$ cat config.mk
export PLATFORM = sky130hd
export DESIGN_NAME = uart_obi_periph_flat
export DESIGN_NICKNAME = d
export VERILOG_FILES = /design/src/rtl/uart_obi_pkg.sv /design/src/rtl/uart_obi_periph_if.sv /design/src/rtl/uart_sync_fifo.sv /design/src/rtl/uart_obi_periph.sv /design/src/flat_wrapper.sv
export SDC_FILE = /design/constraint.sdc
export NUM_CORES = 1
export LEC_CHECK = 0
export BUFFER_PORTS_ARGS = -buffer_cell sky130_fd_sc_hd__buf_2
export CORE_ASPECT_RATIO = 1.1
export CORE_UTILIZATION = 60
export CTS_CLUSTER_DIAMETER = 40
export DETAILED_ROUTE_END_ITERATION = 6
export GPL_TIMING_DRIVEN = 0
export PLACE_DENSITY = 0.85
export SYNTH_ARGS = -nofsm -noshare
export SYNTH_HDL_FRONTEND = slang
export SYNTH_HIERARCHICAL = 1
export SYNTH_SLANG_ARGS = --single-unit
$ cat constraint.sdc
create_clock -name clk_i -period 5.1 [get_ports clk_i]
set_input_delay 0.765 -clock clk_i [delete_from_list [all_inputs] [get_ports clk_i]]
set_output_delay 0.765 -clock clk_i [all_outputs]
set_load 0.03 [all_outputs]
$ cat src/rtl/uart_obi_pkg.sv
// Shared constants and state types for the OBI UART peripheral.
// Latency: n/a (declarations only).
// Backpressure: n/a.
package uart_obi_pkg;

    // Word index of each register (byte offset bits [3:2])
    localparam logic [1:0] REG_DATA   = 2'd0;
    localparam logic [1:0] REG_STATUS = 2'd1;
    localparam logic [1:0] REG_DIV    = 2'd2;
    localparam logic [1:0] REG_IRQ_EN = 2'd3;

    // STATUS bit positions
    localparam int ST_TX_FULL    = 0;
    localparam int ST_TX_EMPTY   = 1;
    localparam int ST_RX_EMPTY   = 2;
    localparam int ST_RX_FULL    = 3;
    localparam int ST_RX_OVERRUN = 4;
    localparam int ST_TX_BUSY    = 5;
    localparam int ST_FRAME_ERR  = 6;

    // IRQ_EN bit positions
    localparam int IRQ_RX_NOT_EMPTY = 0;
    localparam int IRQ_TX_EMPTY     = 1;

    typedef enum logic [1:0] {
        TX_IDLE,
        TX_START,
        TX_DATA,
        TX_STOP
    } tx_state_e;

    // RX_BREAK holds off after a framing error until the line returns high
    typedef enum logic [2:0] {
        RX_IDLE,
        RX_START,
        RX_DATA,
        RX_STOP,
        RX_BREAK
    } rx_state_e;

endpackage

$ cat src/rtl/uart_obi_periph_if.sv
// OBI data-port slice seen by the UART: request, grant and response.
// Latency: n/a (wiring only).
// Backpressure: gnt stalls the master; rvalid has no ready.
interface uart_obi_periph_if;
    logic        req;
    logic        gnt;
    logic [3:0]  addr;
    logic        we;
    logic [3:0]  be;
    logic [31:0] wdata;
    logic        rvalid;
    logic [31:0] rdata;

    modport master (
        output req, addr, we, be, wdata,
        input  gnt, rvalid, rdata
    );

    modport slave (
        input  req, addr, we, be, wdata,
        output gnt, rvalid, rdata
    );
endinterface

$ cat src/rtl/uart_sync_fifo.sv
// Count-based synchronous FIFO with show-ahead read data.
// Latency: push visible at pop_dat the cycle after the push edge.
// Backpressure: push ignored when full unless a pop happens in the same cycle.
module uart_sync_fifo #(
    parameter int WIDTH = 8,
    parameter int DEPTH = 8
) (
    input  logic             clk_i,
    input  logic             rst_ni,
    input  logic             push_vld,
    input  logic [WIDTH-1:0] push_dat,
    input  logic             pop_vld,
    output logic [WIDTH-1:0] pop_dat,
    output logic             full,
    output logic             empty
);
    localparam int AW = $clog2(DEPTH);
    localparam int CW = AW + 1;

    logic [WIDTH-1:0] mem [DEPTH];
    logic [AW-1:0]    wr_ptr;
    logic [AW-1:0]    rd_ptr;
    logic [CW-1:0]    cnt;
    logic             do_push;
    logic             do_pop;

    assign full    = (cnt == CW'(DEPTH));
    assign empty   = (cnt == '0);
    assign do_pop  = pop_vld & ~empty;
    assign do_push = push_vld & (~full | do_pop);
    assign pop_dat = mem[rd_ptr];

    // Pointer and occupancy update; push+pop on full leaves the count unchanged
    always_ff @(posedge clk_i or negedge rst_ni) begin
        if (!rst_ni) begin
            wr_ptr <= '0;
            rd_ptr <= '0;
            cnt    <= '0;
        end else begin
            if (do_push) wr_ptr <= wr_ptr + 1'b1;
            if (do_pop)  rd_ptr <= rd_ptr + 1'b1;
            case ({do_push, do_pop})
                2'b10:   cnt <= cnt + 1'b1;
                2'b01:   cnt <= cnt - 1'b1;
                default: cnt <= cnt;
            endcase
        end
    end

    // Storage array, written only on an accepted push
    always_ff @(posedge clk_i) begin
        if (do_push) mem[wr_ptr] <= push_dat;
    end
endmodule

$ cat src/rtl/uart_obi_periph.sv
// OBI memory-mapped UART: TX/RX FIFOs, programmable divider, sticky errors, level IRQ.
// Latency: response one cycle after grant; TX line starts one cycle after the push edge.
// Backpressure: gnt withheld for DATA writes while the TX FIFO is full.
module uart_obi_periph
    import uart_obi_pkg::*;
#(
    parameter int CLK_FREQ  = 25_000_000,
    parameter int BAUDRATE  = 115200,
    parameter int DIV_WIDTH = 16,
    parameter int TX_DEPTH  = 8,
    parameter int RX_DEPTH  = 8
) (
    input  logic              clk_i,
    input  logic              rst_ni,
    uart_obi_periph_if.slave  bus,
    output logic              ser_tx_o,
    input  logic              ser_rx_i,
    output logic              irq_o
);
    localparam logic [DIV_WIDTH-1:0] DIV_RST = DIV_WIDTH'(CLK_FREQ / BAUDRATE);

    // ---------------- bus decode ----------------
    logic [1:0]           word;
    logic                 wr_data_hit;
    logic                 acc;
    logic                 reg_wr;
    logic [31:0]          be_mask;
    logic [31:0]          rd_mux;
    logic                 rvalid_q;
    logic [31:0]          rdata_q;
    logic                 unused_bus_bits;

    // ---------------- control registers ----------------
    logic [DIV_WIDTH-1:0] div_q;
    logic [DIV_WIDTH-1:0] div_eff;
    logic [1:0]           irq_en_q;
    logic                 rx_overrun_q;
    logic                 frame_err_q;

    // ---------------- FIFOs ----------------
    logic                 tx_push, tx_pop, tx_full, tx_empty;
    logic [7:0]           tx_dout;
    logic                 rx_push, rx_pop, rx_full, rx_empty;
    logic [7:0]           rx_dout;

    // ---------------- TX engine ----------------
    tx_state_e            tx_state;
    logic [DIV_WIDTH-1:0] tx_cnt;
    logic [DIV_WIDTH-1:0] tx_per;
    logic [2:0]           tx_bit;
    logic [7:0]           tx_sh;
    logic                 ser_tx_q;
    logic                 tx_bound;
    logic                 tx_busy;

    // ---------------- RX engine ----------------
    rx_state_e            rx_state;
    logic [1:0]           rx_sync;
    logic                 rx_s;
    logic                 rx_prev;
    logic [DIV_WIDTH-1:0] rx_cnt;
    logic [DIV_WIDTH-1:0] rx_per;
    logic [2:0]           rx_bit;
    logic [7:0]           rx_sh;
    logic                 rx_bound;
    logic                 rx_mid;
    logic                 rx_fall;
    logic                 rx_frame_evt;
    logic                 rx_ovf_evt;

    assign word            = bus.addr[3:2];
    assign unused_bus_bits = ^{bus.addr[1:0], bus.wdata[31:8], bus.be[3:1]};
    assign wr_data_hit     = bus.req & bus.we & (word == REG_DATA) & bus.be[0];
    assign bus.gnt         = ~(wr_data_hit & tx_full);
    assign acc             = bus.req & bus.gnt;
    assign reg_wr          = acc & bus.we;
    assign be_mask         = {{8{bus.be[3]}}, {8{bus.be[2]}}, {8{bus.be[1]}}, {8{bus.be[0]}}};

    assign tx_push = acc & wr_data_hit;
    assign rx_pop  = acc & ~bus.we & (word == REG_DATA) & ~rx_empty;

    assign div_eff = (div_q < DIV_WIDTH'(2)) ? DIV_WIDTH'(2) : div_q;

    assign tx_busy  = (tx_state != TX_IDLE);
    assign tx_bound = (tx_cnt == tx_per - 1'b1);
    assign tx_pop   = ~tx_empty & ((tx_state == TX_IDLE) | ((tx_state == TX_STOP) & tx_bound));

    assign rx_s         = rx_sync[1];
    assign rx_fall      = rx_prev & ~rx_s;
    assign rx_bound     = (rx_cnt == rx_per - 1'b1);
    assign rx_mid       = (rx_cnt == (rx_per >> 1) - 1'b1);
    assign rx_push      = (rx_state == RX_STOP) & rx_bound & rx_s;
    assign rx_frame_evt = (rx_state == RX_STOP) & rx_bound & ~rx_s;
    assign rx_ovf_evt   = rx_push & rx_full & ~rx_pop;

    assign bus.rvalid = rvalid_q;
    assign bus.rdata  = rdata_q;
    assign ser_tx_o   = ser_tx_q;
    assign irq_o      = (irq_en_q[IRQ_RX_NOT_EMPTY] & ~rx_empty)
                      | (irq_en_q[IRQ_TX_EMPTY] & tx_empty & ~tx_busy);

    uart_sync_fifo #(.WIDTH(8), .DEPTH(TX_DEPTH)) u_tx_fifo (
        .clk_i    (clk_i),
        .rst_ni   (rst_ni),
        .push_vld (tx_push),
        .push_dat (bus.wdata[7:0]),
        .pop_vld  (tx_pop),
        .pop_dat  (tx_dout),
        .full     (tx_full),
        .empty    (tx_empty)
    );

    uart_sync_fifo #(.WIDTH(8), .DEPTH(RX_DEPTH)) u_rx_fifo (
        .clk_i    (clk_i),
        .rst_ni   (rst_ni),
        .push_vld (rx_push),
        .push_dat (rx_sh),
        .pop_vld  (rx_pop),
        .pop_dat  (rx_dout),
        .full     (rx_full),
        .empty    (rx_empty)
    );

    // Read data selection for the addressed register
    always_comb begin
        rd_mux = '0;
        case (word)
            REG_DATA:   rd_mux = rx_empty ? 32'hFFFF_FFFF : {24'h0, rx_dout};
            REG_STATUS: begin
                rd_mux[ST_TX_FULL]    = tx_full;
                rd_mux[ST_TX_EMPTY]   = tx_empty;
                rd_mux[ST_RX_EMPTY]   = rx_empty;
                rd_mux[ST_RX_FULL]    = rx_full;
                rd_mux[ST_RX_OVERRUN] = rx_overrun_q;
                rd_mux[ST_TX_BUSY]    = tx_busy;
                rd_mux[ST_FRAME_ERR]  = frame_err_q;
            end
            REG_DIV:    rd_mux[DIV_WIDTH-1:0] = div_q;
            default:    rd_mux[1:0] = irq_en_q;
        endcase
    end

    // Response channel: one response per grant, data held until the next one
    always_ff @(posedge clk_i or negedge rst_ni) begin
        if (!rst_ni) begin
            rvalid_q <= 1'b0;
            rdata_q  <= '0;
        end else begin
            rvalid_q <= acc;
            if (acc) rdata_q <= bus.we ? 32'h0 : rd_mux;
        end
    end

    // Register writes and sticky flags; a new error event wins over a same-cycle clear
    always_ff @(posedge clk_i or negedge rst_ni) begin
        if (!rst_ni) begin
            div_q        <= DIV_RST;
            irq_en_q     <= '0;
            rx_overrun_q <= 1'b0;
            frame_err_q  <= 1'b0;
        end else begin
            if (reg_wr && word == REG_DIV)
                div_q <= (div_q & ~be_mask[DIV_WIDTH-1:0]) | (bus.wdata[DIV_WIDTH-1:0] & be_mask[DIV_WIDTH-1:0]);
            if (reg_wr && word == REG_IRQ_EN && bus.be[0])
                irq_en_q <= bus.wdata[1:0];
            if (rx_ovf_evt)
                rx_overrun_q <= 1'b1;
            else if (reg_wr && word == REG_STATUS && bus.be[0] && bus.wdata[ST_RX_OVERRUN])
                rx_overrun_q <= 1'b0;
            if (rx_frame_evt)
                frame_err_q <= 1'b1;
            else if (reg_wr && word == REG_STATUS && bus.be[0] && bus.wdata[ST_FRAME_ERR])
                frame_err_q <= 1'b0;
        end
    end

    // TX engine: bit period latched at each bit boundary; STOP chains straight into START
    always_ff @(posedge clk_i or negedge rst_ni) begin
        if (!rst_ni) begin
            tx_state <= TX_IDLE;
            tx_cnt   <= '0;
            tx_per   <= DIV_RST;
            tx_bit   <= '0;
            tx_sh    <= '0;
            ser_tx_q <= 1'b1;
        end else begin
            case (tx_state)
                TX_IDLE: begin
                    ser_tx_q <= 1'b1;
                    tx_cnt   <= '0;
                    if (tx_pop) begin
                        tx_state <= TX_START;
                        tx_per   <= div_eff;
                        tx_sh    <= tx_dout;
                        ser_tx_q <= 1'b0;
                    end
                end
                TX_START: begin
                    if (tx_bound) begin
                        tx_cnt   <= '0;
                        tx_per   <= div_eff;
                        tx_bit   <= '0;
                        tx_state <= TX_DATA;
                        ser_tx_q <= tx_sh[0];
                    end else begin
                        tx_cnt <= tx_cnt + 1'b1;
                    end
                end
                TX_DATA: begin
                    if (tx_bound) begin
                        tx_cnt <= '0;
                        tx_per <= div_eff;
                        if (tx_bit == 3'd7) begin
                            tx_state <= TX_STOP;
                            ser_tx_q <= 1'b1;
                        end else begin
                            tx_bit   <= tx_bit + 1'b1;
                            tx_sh    <= {1'b0, tx_sh[7:1]};
                            ser_tx_q <= tx_sh[1];
                        end
                    end else begin
                        tx_cnt <= tx_cnt + 1'b1;
                    end
                end
                TX_STOP: begin
                    if (tx_bound) begin
                        tx_cnt <= '0;
                        tx_per <= div_eff;
                        if (tx_pop) begin
                            tx_state <= TX_START;
                            tx_sh    <= tx_dout;
                            ser_tx_q <= 1'b0;
                        end else begin
                            tx_state <= TX_IDLE;
                            ser_tx_q <= 1'b1;
                        end
                    end else begin
                        tx_cnt <= tx_cnt + 1'b1;
                    end
                end
                default: begin
                    tx_state <= TX_IDLE;
                    ser_tx_q <= 1'b1;
                end
            endcase
        end
    end

    // RX line synchroniser and edge history, reset to the idle-high level
    always_ff @(posedge clk_i or negedge rst_ni) begin
        if (!rst_ni) begin
            rx_sync <= 2'b11;
            rx_prev <= 1'b1;
        end else begin
            rx_sync <= {rx_sync[0], ser_rx_i};
            rx_prev <= rx_s;
        end
    end

    // RX engine: mid-start qualification, then one sample per bit period
    always_ff @(posedge clk_i or negedge rst_ni) begin
        if (!rst_ni) begin
            rx_state <= RX_IDLE;
            rx_cnt   <= '0;
            rx_per   <= DIV_RST;
            rx_bit   <= '0;
            rx_sh    <= '0;
        end else begin
            case (rx_state)
                RX_IDLE: begin
                    rx_cnt <= '0;
                    if (rx_fall) begin
                        rx_state <= RX_START;
                        rx_per   <= div_eff;
                    end
                end
                RX_START: begin
                    if (rx_mid) begin
                        rx_cnt <= '0;
                        if (!rx_s) begin
                            rx_state <= RX_DATA;
                            rx_per   <= div_eff;
                            rx_bit   <= '0;
                        end else begin
                            rx_state <= RX_IDLE;
                        end
                    end else begin
                        rx_cnt <= rx_cnt + 1'b1;
                    end
                end
                RX_DATA: begin
                    if (rx_bound) begin
                        rx_cnt <= '0;
                        rx_per <= div_eff;
                        rx_sh  <= {rx_s, rx_sh[7:1]};
                        if (rx_bit == 3'd7) rx_state <= RX_STOP;
                        else                rx_bit   <= rx_bit + 1'b1;
                    end else begin
                        rx_cnt <= rx_cnt + 1'b1;
                    end
                end
                RX_STOP: begin
                    if (rx_bound) begin
                        rx_cnt   <= '0;
                        rx_per   <= div_eff;
                        rx_state <= rx_s ? RX_IDLE : RX_BREAK;
                    end else begin
                        rx_cnt <= rx_cnt + 1'b1;
                    end
                end
                RX_BREAK: begin
                    rx_cnt <= '0;
                    if (rx_s) rx_state <= RX_IDLE;
                end
                default: rx_state <= RX_IDLE;
            endcase
        end
    end
endmodule

$ cat src/flat_wrapper.sv
// flat-port wrapper written by rule: the top's interface ports become plain ports
module uart_obi_periph_flat import uart_obi_pkg::*;
#(
    parameter int CLK_FREQ  = 25_000_000,
    parameter int BAUDRATE  = 115200,
    parameter int DIV_WIDTH = 16,
    parameter int TX_DEPTH  = 8,
    parameter int RX_DEPTH  = 8
)
  (clk_i, rst_ni, ser_tx_o, ser_rx_i, irq_o, bus_req, bus_addr, bus_we, bus_be, bus_wdata, bus_gnt, bus_rvalid, bus_rdata);
  uart_obi_periph_if bus_i ();
  input  logic clk_i;
  input  logic rst_ni;
  output logic ser_tx_o;
  input  logic ser_rx_i;
  output logic irq_o;
  input wire logic [$bits(bus_i.req)-1:0] bus_req;
  input wire logic [$bits(bus_i.addr)-1:0] bus_addr;
  input wire logic [$bits(bus_i.we)-1:0] bus_we;
  input wire logic [$bits(bus_i.be)-1:0] bus_be;
  input wire logic [$bits(bus_i.wdata)-1:0] bus_wdata;
  output wire logic [$bits(bus_i.gnt)-1:0] bus_gnt;
  output wire logic [$bits(bus_i.rvalid)-1:0] bus_rvalid;
  output wire logic [$bits(bus_i.rdata)-1:0] bus_rdata;
  assign bus_i.req = bus_req;
  assign bus_i.addr = bus_addr;
  assign bus_i.we = bus_we;
  assign bus_i.be = bus_be;
  assign bus_i.wdata = bus_wdata;
  assign bus_gnt = bus_i.gnt;
  assign bus_rvalid = bus_i.rvalid;
  assign bus_rdata = bus_i.rdata;
  uart_obi_periph #(.CLK_FREQ(CLK_FREQ), .BAUDRATE(BAUDRATE), .DIV_WIDTH(DIV_WIDTH), .TX_DEPTH(TX_DEPTH), .RX_DEPTH(RX_DEPTH)) u_core (.clk_i(clk_i), .rst_ni(rst_ni), .bus(bus_i), .ser_tx_o(ser_tx_o), .ser_rx_i(ser_rx_i), .irq_o(irq_o));
endmodule
Yosys cells after proc, flatten, opt, wreduce, memory -nomap -nowiden:

Memory sizes are Yosys's and may differ from the RTL's.
Cells that the tools add are included.

* word-level logic and storage cells: 222
* memory bits (writable): 128
* register bits after elaboration: 168
* memories: 2
* output and inout bits: 36
* input port bits: 45

Memory list
* u_core.u_rx_fifo.mem: words 8, width 8, read ports 1, clocked after memory_dff 0, wr ports 1, RTL line uart_sync_fifo.sv:20 `logic [WIDTH-1:0] mem [DEPTH];`
* u_core.u_tx_fifo.mem: words 8, width 8, read ports 1, clocked after memory_dff 0, wr ports 1, RTL line uart_sync_fifo.sv:20

* muxes and demuxes: 66
* bitwise logic cells: 42
* magnitude comparators: 1
* equal/unequal tests: 37
* reduce and logical (&&, ||, !) cells: 34
* add/sub/neg operators: 15

Operators by type and width (number)
* 16-bit two-way mux: 11
* 16-bit one-hot mux with 3 select lines: 2
* 32-bit two-way mux: 2
* 16-bit one-hot mux with 2 select lines: 2
* 16-bit == test: 3
* 3-bit two-way mux: 14
* 16-bit by 1-bit adder with 16-bit output, second input constant: 2
* 16-bit bitwise AND: 2
* 8-bit two-way mux: 4
* 16-bit by 1-bit subtractor with 16-bit output, second input constant: 2
* 1-bit bitwise AND: 25
* 2-bit by 1-bit inequality test with 1-bit output, second input constant: 12
* 8-bit one-hot mux with 3 select lines: 1
* 3-bit by 1-bit adder with 3-bit output, second input constant: 6
* 9-bit one-hot mux with 2 select lines: 1
* 16-bit by 2-bit less-than comparator with 1-bit output, second input constant: 1
* 16-bit NOT: 1
* 16-bit bitwise OR: 1
* 4-bit one-hot mux with 2 select lines: 2
* 15-bit by 1-bit subtractor with 16-bit output, second input constant: 1
* 3-bit one-hot mux with 5 select lines: 1
* 5-bit one-hot mux with 3 select lines: 1
* 5-bit AND reduction: 3
* 1-bit two-way mux: 14
* 28 further kinds: 81

Depth between registers and ports, before layout:

Gate-level depths: netlist of run 1.

* depth in word-level cells: 14
* depth in mapped cells: 20
* depth with buffers taken out: 18

Hierarchy:

Netlist of run 1, hierarchy kept.

By module, submodules not included
* uart_obi_periph: cells an instance 862, instances 1, seq. area each 3352.0 µm², area an instance 8393.0 µm²
* uart_sync_fifo at u_core.u_tx_fifo: cells an instance 159, instances 1, seq. area each 2172.1 µm², area an instance 3123.0 µm²
* uart_sync_fifo at u_core.u_rx_fifo: cells an instance 162, instances 1, seq. area each 2172.1 µm², area an instance 3113.0 µm²

Worst setup path before layout of run 1:

No wires, ideal clock.

* kind: register to register
* start point: register u_core.tx_per[0]
* end point: register u_core.u_tx_fifo.cnt[3]
* library setup time: 0.069 ns
* cell stages (with the launch flop): 21
* setup slack: 0.674 ns
* arrival: 4.357 ns
* path through: dfstp_2 > buf_6 > inv_1 > ha_1 > nor2b_1 > or3_1 > a31oi_1 > nand2_1 > or4_1 > buf_2 > nor2_2 > a21oi_1 > nor2_1 > o21ai_2 > or2_2 > inv_1 > ha_1 > or2_2 > nand3_1 > mux2_2 > nand3b_1

* cells in the longest elaborated chain, start to end: 10
* elaborated cells between the ends (all ways): 12
* classes of those cells: add/sub (1); eq/ne (3); mux (1); bitwise (6); reduce/logical (1)

Ends and longest elaborated chain
* start: declaration: RTL line uart_obi_periph.sv:49 `logic [DIV_WIDTH-1:0] tx_per;`
* start signal: assignment: RTL line uart_obi_periph.sv:193 `tx_per <= div_eff;`
* start signal: assignment: RTL line uart_obi_periph.sv:201 `tx_per <= div_eff;`
* start signal: assignment: RTL line uart_obi_periph.sv:212 `tx_per <= div_eff;`
* 16-bit by 1-bit subtractor with 16-bit output *: RTL line uart_obi_periph.sv:85 `assign tx_bound = (tx_cnt == tx_per - 1'b1);`
* 16-bit == test *: RTL line uart_obi_periph.sv:85
* 1-bit bitwise AND *: RTL line uart_obi_periph.sv:86 `assign tx_pop = ~tx_empty & ((tx_state == TX_IDLE) | ((tx_state == TX_STOP) & tx_bound));`
* 1-bit bitwise OR *: RTL line uart_obi_periph.sv:86
* 1-bit bitwise AND *: RTL line uart_obi_periph.sv:86
* net u_core.tx_pop: RTL line uart_obi_periph.sv:41 `logic tx_push, tx_pop, tx_full, tx_empty;`
* 1-bit bitwise AND *: RTL line uart_sync_fifo.sv:29 `assign do_pop = pop_vld & ~empty;`
* 1-bit bitwise OR: RTL line uart_sync_fifo.sv:30 `assign do_push = push_vld & (~full | do_pop);`
* 1-bit bitwise AND: RTL line uart_sync_fifo.sv:30
* 2-bit by 1-bit == test with 1-bit output or 2-bit == test (tied branches): RTL line uart_sync_fifo.sv:42 `case ({do_push, do_pop})`
* 4-bit one-hot mux with 2 select lines or 2-bit nonzero test (tied branches)
* end signal: assignment: RTL line uart_sync_fifo.sv:43 `2'b10: cnt <= cnt + 1'b1;`
* end signal: assignment: RTL line uart_sync_fifo.sv:44 `2'b01: cnt <= cnt - 1'b1;`
* end signal: assignment: RTL line uart_sync_fifo.sv:45 `default: cnt <= cnt;`
* end: declaration: RTL line uart_sync_fifo.sv:23 `logic [CW-1:0] cnt;`

The timed path passes the listed nets; every way through them passes the cells marked *.
A chain may end at the register's enable or synchronous reset.

Worst setup path after layout of run 1:

Same ends and word-level chain as after synthesis.

==> summary.md, run 1 <==
| Metric | Value |
|---|---|
| Worst max-slew margin expressed relative to the limit | `10.8%` |
| Final WS setup | `0.242 ns` |
| Startpoint types | `register` |
| Number of nets in the layout | `1352` |
| PD cells | `535 mW/mm²` |
| Status | `finished clean` |
| Average cell area after synthesis | `12.4 µm²` |
| Final routed DRC violation total | `0` |
| Count of buffers from port buffering | `59` |
| Register clock-pin slew on the reported worst setup and hold paths | `0.06 ns` |
| Starting DRT DRC Count | `743` |
| Cell area after technology mapping | `0.0146 mm²` |
| Arrival time at the worst endpoint | `5.30 ns` |
| Static Leakage | `6.88 nW` |
| Maximum fanout encountered on the critical timing path | `8` |
| Leading area contributor after synthesis | `edfxtp_1` |
| Met3 wire length | `2.02 mm` |
| Worst setup timing slack at the placement stage | `0.0462 ns` |
| Final hold violation count | `0` |
| TritonCTS buffer count | `35` |
| GRT Util Overall | `27.6%` |
| Number of flops mapped to enable cells by yosys | `128` |
| Final weighted congestion of routability-driven global placement | `0.904` |
| TritonCTS clock tree | `done` |
| Most repeated cell in the gate-level netlist after synthesis | `dfrtp_1` |
| Number of search-and-repair iterations in the first detailed-routing pass | `5` |
| Via count | `10.1k` |
| Area enclosed by the die boundary | `0.0250 mm²` |
| Level count of the clock H-tree | `2` |
| Worst-case vdd ir drop | `0.395 mV` |
| Filler cell count in the final layout | `1570` |
| Portion of synthesized cell area occupied by the leading cell type | `26.3%` |
| Number of different library cells in the post-synthesis netlist | `86` |
| Register bit total from synthesis | `281` |
| CORE AREA | `0.0238 mm²` |
| Most common library cells after synthesis | `134 x dfrtp_1, 128 x edfxtp_1, 85 x nor2_1` |
| Height of the die | `166 µm` |
| Number of slew-limit violations in the final report | `0` |
| Vias in the first global route | `10.1k` |
| Longest Clk Path Bufs | `3` |
| Clock tree root driver cell | `clkbuf_16` |
| Register area share after synthesis | `52.6%` |
| Worst clock skew | `0.0238 ns` |
| Vias per Instance | `6.28` |
| Gate Count Post-Synth | `1183` |
| Dominant cells by area after synthesis | `edfxtp_1 26%, dfrtp_1 23%, mux2_2 6.4%` |
| Number of clock sinks seen by CTS | `281` |
| Detailed-route wire length per cell | `20.9 µm` |
| Post-layout total power | `8.84 mW` |
| Initial standard-cell utilization of the core | `61.5%` |
| Total negative slack for setup checks | `0 ns` |
| Count of final setup violators | `0` |
| Maximum clock frequency | `0.206 GHz` |
| Post-route met1 wirelength | `13.4 mm` |
| Initial antenna violation count | `2` |
| Post-route ant nets | `0` |
| Net count after synthesis | `1253` |
| Post-DP HPWL | `22.0 mm` |
| Row cnt | `59` |
| Critical Path Sink Type | `register` |
| Total number of yosys warnings | `6` |
| Critical path required time | `5.54 ns` |
| Transition at the pin with the smallest max-transition slack | `1.33 ns` |
| Number of max-capacitance violations reported | `0` |
| Share of synthesized flip-flops with an asynchronous set or reset | `54.4%` |
| Number of hold buffers added after cts | `0` |
| Overall routed net length | `33.8 mm` |
| Pin count of the biggest net entering global routing | `102` |
| Remaining Overflow, GRT | `0` |
| Signed area change from the synthesized netlist to the final layout | `13.0%` |
| First-pass GRT wire length | `53.5 mm` |
| Flip-flop cell with the highest count after synthesis | `dfrtp_1` |
| Die boundary width | `151 µm` |
| Kind of path behind the tightest hold check | `input port to asynchronous set/reset pin` |
| Tcrit/Tclk final | `95.3%` |
| Worst-Skew Late Latency | `0.52 ns` |
| IO Count | `81` |
| Fin crit period | `4.86 ns` |
| Worst Path Class, Setup | `register to register` |
| Layout cells sized above 1 | `25.5%` |
| Met2 routed WL | `16.9 mm` |
| Highest layer used for signal routing | `met5` |
| RSZ-0062 raised after global routing | `false` |
-- through the flow --
step | cell area, µm² | cells | util [%] | hold WS, ns
floorplan | 14600 | 1183 | - | 0.345
global placement | 15300 | 1547 | 64.4 | 0.346
detailed placement | 15400 | 1549 | 64.6 | 0.347
CTS | 16500 | 1611 | 69.4 | 0.229
global route | 16500 | 1613 | 69.5 | 0.256
finish | 16500 | 1614 | 69.5 | 0.230
-- worst max-delay path: stages (launching register included) --
cell and delay, ns:
dfstp_2 0.53, buf_6 0.13, inv_1 0.05, ha_1 0.26, nor2b_1 0.19, or3_1 0.35, a31oi_1 0.23, nand2_1 0.07
or4_1 0.39, buf_2 0.21, nor2_4 0.20, a21oi_1 0.11, nor2_2 0.32, o21ai_2 0.18, or2_2 0.34, inv_1 0.09
ha_1 0.24, a211o_1 0.33, nand3_1 0.13, mux2_2 0.35, nand3b_1 0.09
-- area by class of cell --
cell class,instances,area (µm²),share of cell area (%)
flip-flops and latches,281,7700,46.6
multi-input cells,791,6410,38.8
clock buffers,38,897,5.43
plain buffers,77,427,2.58
well taps,305,382,2.31
repair buffers,62,344,2.08
clock inverters,24,236,1.43
inverters,34,128,0.772
diodes,2,5.00,0.0303
-- path summary, 6_finish.rpt --
kind	startpoint	endpoint	slack, ns	cells after the start
min in group clk_i	u_core/rx_sync[0]$_DFF_PN1_	u_core/rx_sync[1]$_DFF_PN1_	0.35	0
setup / recovery	u_core/tx_per[0]$_DFFE_PN1P_	u_core/u_tx_fifo/cnt[3]$_DFFE_PN0P_	0.24	20
setup reg to reg	u_core/tx_per[0]$_DFFE_PN1P_	u_core/u_tx_fifo/cnt[3]$_DFFE_PN0P_	0.24	20
hold / removal	rst_ni	u_core/u_tx_fifo/rd_ptr[2]$_DFFE_PN0N_	0.23	1
hold reg to reg	u_core/rx_sync[0]$_DFF_PN1_	u_core/rx_sync[1]$_DFF_PN1_	0.35	0
max in group asynchronous	rst_ni	u_core/rx_sync[0]$_DFF_PN1_	3.98	2
-- registers in the layout, summed over array words and instances (netlist names), 8 cells and up, named ones only --
name and count:
u_core/tx_per 16, u_core/bus.rdata 17, u_core/tx_cnt 16, u_core/u_tx_fifo/mem 64, u_core/u_rx_fifo/mem 64, u_core/rx_cnt 16
u_core/tx_sh 8, u_core/rx_per 16, u_core/rx_sh 8
-- placed cells by master (no fill, tap or decap), types with 38 or more instances in the layout --
cell type / instances
buf_2: 68
clkbuf_1: 43
dfrtp_1: 134
edfxtp_1: 128
mux2_2: 83
nand2_1: 75
nor2_1: 84
xnor2_1: 41
xor2_1: 38
-- cells by family after synthesis --
family                     share of synthesized area, %
AOI/OAI and AO/OA                                  8.83
xor gates and xnor gates                           4.73
adders and majority gates                          2.24
buffers and inverters                              3.79
DFF                                                52.6
muxes                                              14.2
and+or+nand+nor                                    13.6
-- routing by layer --
layer	GRT usage, %	vias to the layer above
met5	0	-
met1	35.2	5022
met3	4.64	98
li1	-	4588
met4	11.7	2
met2	46.1	418
-- repair_timing --
action                     4_1_cts  5_1_grt
buffers inserted                 0        0
pin swaps                        0        0
setup endpoints to repair       16       41
resized for setup                2        3
-- power by group --
group          switching (mW)  total (mW)  internal [mW]
clock network           0.999        2.41           1.41
registers               0.357        3.07           2.72
logic                    1.79        3.36           1.57
total                    3.15        8.84           5.69
(Power assumes the default switching activity.)
==> run 2: changes to the inputs <==
ABC_AREA = 1   (was not set)
CELL_PAD_IN_SITES_DETAIL_PLACEMENT = 0   (was not set)
CELL_PAD_IN_SITES_GLOBAL_PLACEMENT = 1   (was not set)
CORE_UTILIZATION = 48   (was 60)
PLACE_DENSITY = 0.87   (was 0.85)
==> run 2 against run 1 <==
Net effect:
- critical path depth fell by 8
- register-to-register slack improved by 0.55 ns
- first-iteration DRC count rose by 0.40%
- via count rose by 11%
- sequential power fell by 8.5%
- global-route usage fell by 5.5 points
- worst hold slack improved by 0.026 ns
- combinational power fell by 38%
- cell count rose by 37%
- sequential cell count did not move
- area after synthesis rose by 1.0%
- critical endpoint is now u_core/u_rx_fifo/mem[7][2]$_DFFE_PP_
- largest cell class unchanged
- largest power group is now the clock network
==> summary.md, run 2 <==
| Metric | Value |
|---|---|
| Layout cells sized above 1 | `16.3% (was 25.5%)` |
| Post-route met1 wirelength | `14.8 mm (was 13.4 mm)` |
| Overall routed net length | `34.2 mm (was 33.8 mm)` |
| Vias in the first global route | `10.9k (was 10.1k)` |
| Area enclosed by the die boundary | `0.0315 mm² (was 0.0250 mm²)` |
| GRT Util Overall | `22.1% (was 27.6%)` |
| RSZ-0062 raised after global routing | `false (unchanged)` |
| Dominant cells by area after synthesis | `edfxtp_1 26%, dfrtp_1 23%, nand2_1 11% (was edfxtp_1 26%, dfrtp_1 23%, mux2_2 6.4%)` |
| Highest layer used for signal routing | `met4 (was met5)` |
| Row cnt | `67 (was 59)` |
| Remaining Overflow, GRT | `0 (unchanged)` |
| Final routed DRC violation total | `0 (unchanged)` |
| Number of placed instances, taps included | `2132 (was 1549)` |
| Number of max-capacitance violations reported | `0 (unchanged)` |
| Portion of synthesized cell area occupied by the leading cell type | `26.0% (was 26.3%)` |
| Total negative slack for setup checks | `0 ns (unchanged)` |
| Height of the die | `186 µm (was 166 µm)` |
| Number of buffers and inverters on the critical path | `2 (was 4)` |
| Arrival time at the worst endpoint | `4.44 ns (was 5.30 ns)` |
| Worst clock skew | `0.0165 ns (was 0.0238 ns)` |
| Critical Path Sink Type | `register (unchanged)` |
| IO Count | `81 (unchanged)` |
| Register bit total from synthesis | `281 (unchanged)` |
| Net count after synthesis | `1727 (was 1253)` |
| Count of buffers from port buffering | `60 (was 59)` |
| Final instance count without filler cells | `2208 (was 1614)` |
| Post-DP HPWL | `24.6 mm (was 22.0 mm)` |
| Most frequent cells in the layout | `417 x nand2_1, 199 x nor2_1, 144 x inv_1, 134 x dfrtp_1, 128 x edfxtp_1 (was 134 x dfrtp_1, 128 x edfxtp_1, 84 x nor2_1, 83 x mux2_2, 75 x nand2_1)` |
| Maximum clock frequency | `0.232 GHz (was 0.206 GHz)` |
| Met2 routed WL | `16.8 mm (was 16.9 mm)` |
| First-pass GRT wire length | `54.9 mm (was 53.5 mm)` |
| Setup repair bufs after CTS | `0 (unchanged)` |
| Signed area change from the synthesized netlist to the final layout | `16.2% (was 13.0%)` |
| Most frequent standard cell in the layout excluding fill and tap cells | `nand2_1 (was dfrtp_1)` |
| Count of final setup violators | `0 (unchanged)` |
| Post-route ant nets | `0 (unchanged)` |
| Pin count of the biggest net entering global routing | `83 (was 102)` |
| PD cells | `467 mW/mm² (was 535 mW/mm²)` |
| Worst setup timing slack at the placement stage | `0.694 ns (was 0.0462 ns)` |
| Static Leakage | `7.63 nW (was 6.88 nW)` |
| Startpoint types | `register (unchanged)` |
| CORE AREA | `0.0303 mm² (was 0.0238 mm²)` |
| Final non-filler cell area | `0.0172 mm² (was 0.0165 mm²)` |
| Critical path required time | `5.23 ns (was 5.54 ns)` |
| Met3 wire length | `1.36 mm (was 2.02 mm)` |
| Worst Path Class, Setup | `register to register (unchanged)` |
| Number of clock sinks seen by CTS | `281 (unchanged)` |
| Kind of cell adding the most delay to the critical path | `simple AND/OR/NAND/NOR gates (unchanged)` |
| Filler cell count in the final layout | `2699 (was 1570)` |
| Register area share after synthesis | `52.1% (was 52.6%)` |
| Kind of path behind the tightest hold check | `input port to asynchronous set/reset pin (unchanged)` |
| Total number of yosys warnings | `6 (unchanged)` |
| Level count of the clock H-tree | `2 (unchanged)` |
| Worst-Skew Late Latency | `0.53 ns (was 0.52 ns)` |
| Starting DRT DRC Count | `746 (was 743)` |
| Post-layout total power | `8.02 mW (was 8.84 mW)` |
| Register clock-pin slew on the reported worst setup and hold paths | `0.05 ns (was 0.06 ns)` |
| Final weighted congestion of routability-driven global placement | `0.904 (unchanged)` |
| Worst-case vdd ir drop | `0.296 mV (was 0.395 mV)` |
| Critical-path cell list | `inv_1, ha_1, nand2_4, nor2_1, nand2_1, xor2_1, inv_1, nor4_1, nand3_1, nor2_1, nand2_4, nor3_1 (was buf_6, inv_1, ha_1, nor2b_1, or3_1, a31oi_1, nand2_1, or4_1, buf_2, nor2_4, a21oi_1, nor2_2, o21ai_2, or2_2, inv_1, ha_1, a211o_1, nand3_1, mux2_2, nand3b_1)` |
| Die boundary width | `169 µm (was 151 µm)` |
| Count of instances resized after the clock tree is built | `0 (was 2)` |
| Final hold violation count | `0 (unchanged)` |
| Number of different library cells in the post-synthesis netlist | `58 (was 86)` |
| Most repeated cell in the gate-level netlist after synthesis | `nand2_1 (was dfrtp_1)` |
| Most common library cells after synthesis | `417 x nand2_1, 199 x nor2_1, 144 x inv_1 (was 134 x dfrtp_1, 128 x edfxtp_1, 85 x nor2_1)` |
| Via count | `11.3k (was 10.1k)` |
| Share of synthesized flip-flops with an asynchronous set or reset | `54.4% (unchanged)` |
| Final WS setup | `0.794 ns (was 0.242 ns)` |
| Initial antenna violation count | `2 (unchanged)` |
| Number of search-and-repair iterations in the first detailed-routing pass | `5 (unchanged)` |
| Status | `finished clean (unchanged)` |
| Average cell area after synthesis | `8.92 µm² (was 12.4 µm²)` |
| Number of flops mapped to enable cells by yosys | `128 (unchanged)` |
| Vias per Instance | `5.10 (was 6.28)` |
| TritonCTS clock tree | `done (unchanged)` |
| Number of nets in the layout | `1831 (was 1352)` |
| Flip-flop cell with the highest count after synthesis | `dfrtp_1 (unchanged)` |
| Gate Count Post-Synth | `1657 (was 1183)` |
| Detailed-route wire length per cell | `15.5 µm (was 20.9 µm)` |
| Leading area contributor after synthesis | `edfxtp_1 (unchanged)` |
| Fin crit period | `4.31 ns (was 4.86 ns)` |
| TritonCTS buffer count | `41 (was 35)` |
| Worst max-slew margin expressed relative to the limit | `6.03% (was 10.8%)` |
| Slowest cell on the critical path | `nor3_1 (was dfstp_2)` |
| Number of hold buffers added after cts | `0 (unchanged)` |
| Cell area after technology mapping | `0.0148 mm² (was 0.0146 mm²)` |
| Clock tree root driver cell | `clkbuf_16 (unchanged)` |
| Tcrit/Tclk final | `84.4% (was 95.3%)` |
| Number of slew-limit violations in the final report | `0 (unchanged)` |
| Transition at the pin with the smallest max-transition slack | `1.40 ns (was 1.33 ns)` |
| Initial standard-cell utilization of the core | `48.7% (was 61.5%)` |
| CP max stage delay | `1.08 ns (was 0.53 ns)` |
| Longest Clk Path Bufs | `3 (unchanged)` |
| Post-detailed-placement cell area | `0.0156 mm² (was 0.0154 mm²)` |
| Maximum fanout encountered on the critical timing path | `8 (unchanged)` |
run 2: final cells by class:
class                           count  area, µm²  area share, %
Buffer                             57        367           2.13
Multi-Input combinational cell   1158       6110           35.6
Antenna cell                        1       2.50         0.0146
Clock inverter                     24        428           2.49
Sequential cell                   281       7700           44.8
Tap cell                          414        518           3.02
Clock buffer                       51       1100           6.43
Inverter                          161        608           3.54
Timing Repair Buffer               61        338           1.97
run 2: stage by stage:
stage,hold slack (ns),utilization [%]
4_1_cts,0.270,56.6
6_report,0.256,56.6
5_1_grt,0.302,56.6
3_5_place_dp,0.349,51.5
2_1_floorplan,0.345,-
3_3_place_gp,0.345,51.4
run 2: final timing paths:
path                                              start                                    to  slack, ns  depth (start not counted)
max                        u_core/rx_per[1]$_DFFE_PN0P_  u_core/u_rx_fifo/mem[7][2]$_DFFE_PP_       0.79                         12
min                                              rst_ni           u_core/tx_sh[4]$_DFFE_PN0P_       0.26                          1
max reg2reg                u_core/rx_per[1]$_DFFE_PN0P_  u_core/u_rx_fifo/mem[7][2]$_DFFE_PP_       0.79                         12
max in group asynchronous                        rst_ni          u_core/rx_per[0]$_DFFE_PN1P_       4.00                          2
min reg2reg                 u_core/rx_sync[0]$_DFF_PN1_           u_core/rx_sync[1]$_DFF_PN1_       0.35                          0
min in group clk_i                             ser_rx_i           u_core/rx_sync[0]$_DFF_PN1_       0.34                          1
run 2: cells by family after synthesis:
group                    share of synthesized area (%)
XOR/XNOR                                          4.61
multiplexers                                      1.24
buffers and inverters                             6.60
flip-flops                                        52.1
AO/OA/AOI/OAI                                     8.32
adder cells (fa/ha/maj)                           2.22
AND/OR/NAND/NOR                                   24.9
run 2: worst reg2reg max path: cells and delay by family, from the launching register on:
kind | cells | cell delay, ns
xor+xnor | 1 | 0.21
fa+ha+maj | 1 | 0.26
buf+inv | 2 | 0.25
flops | 1 | 0.40
simple gates | 8 | 2.80
run 2: power breakdown:
part / switching (mW) / internal, mW / leakage (nW)
sequential: 0.221 / 2.58 / 3.03
combinational: 1.34 / 0.733 / 3.86
clock: 1.07 / 2.07 / 0.741
run 2: routing by layer:
layer	vias up	global-route usage [%]
met4	0	9.84
met2	241	38.4
li1	5647	-
met3	86	3.25
met5	-	0
met1	5287	27.3
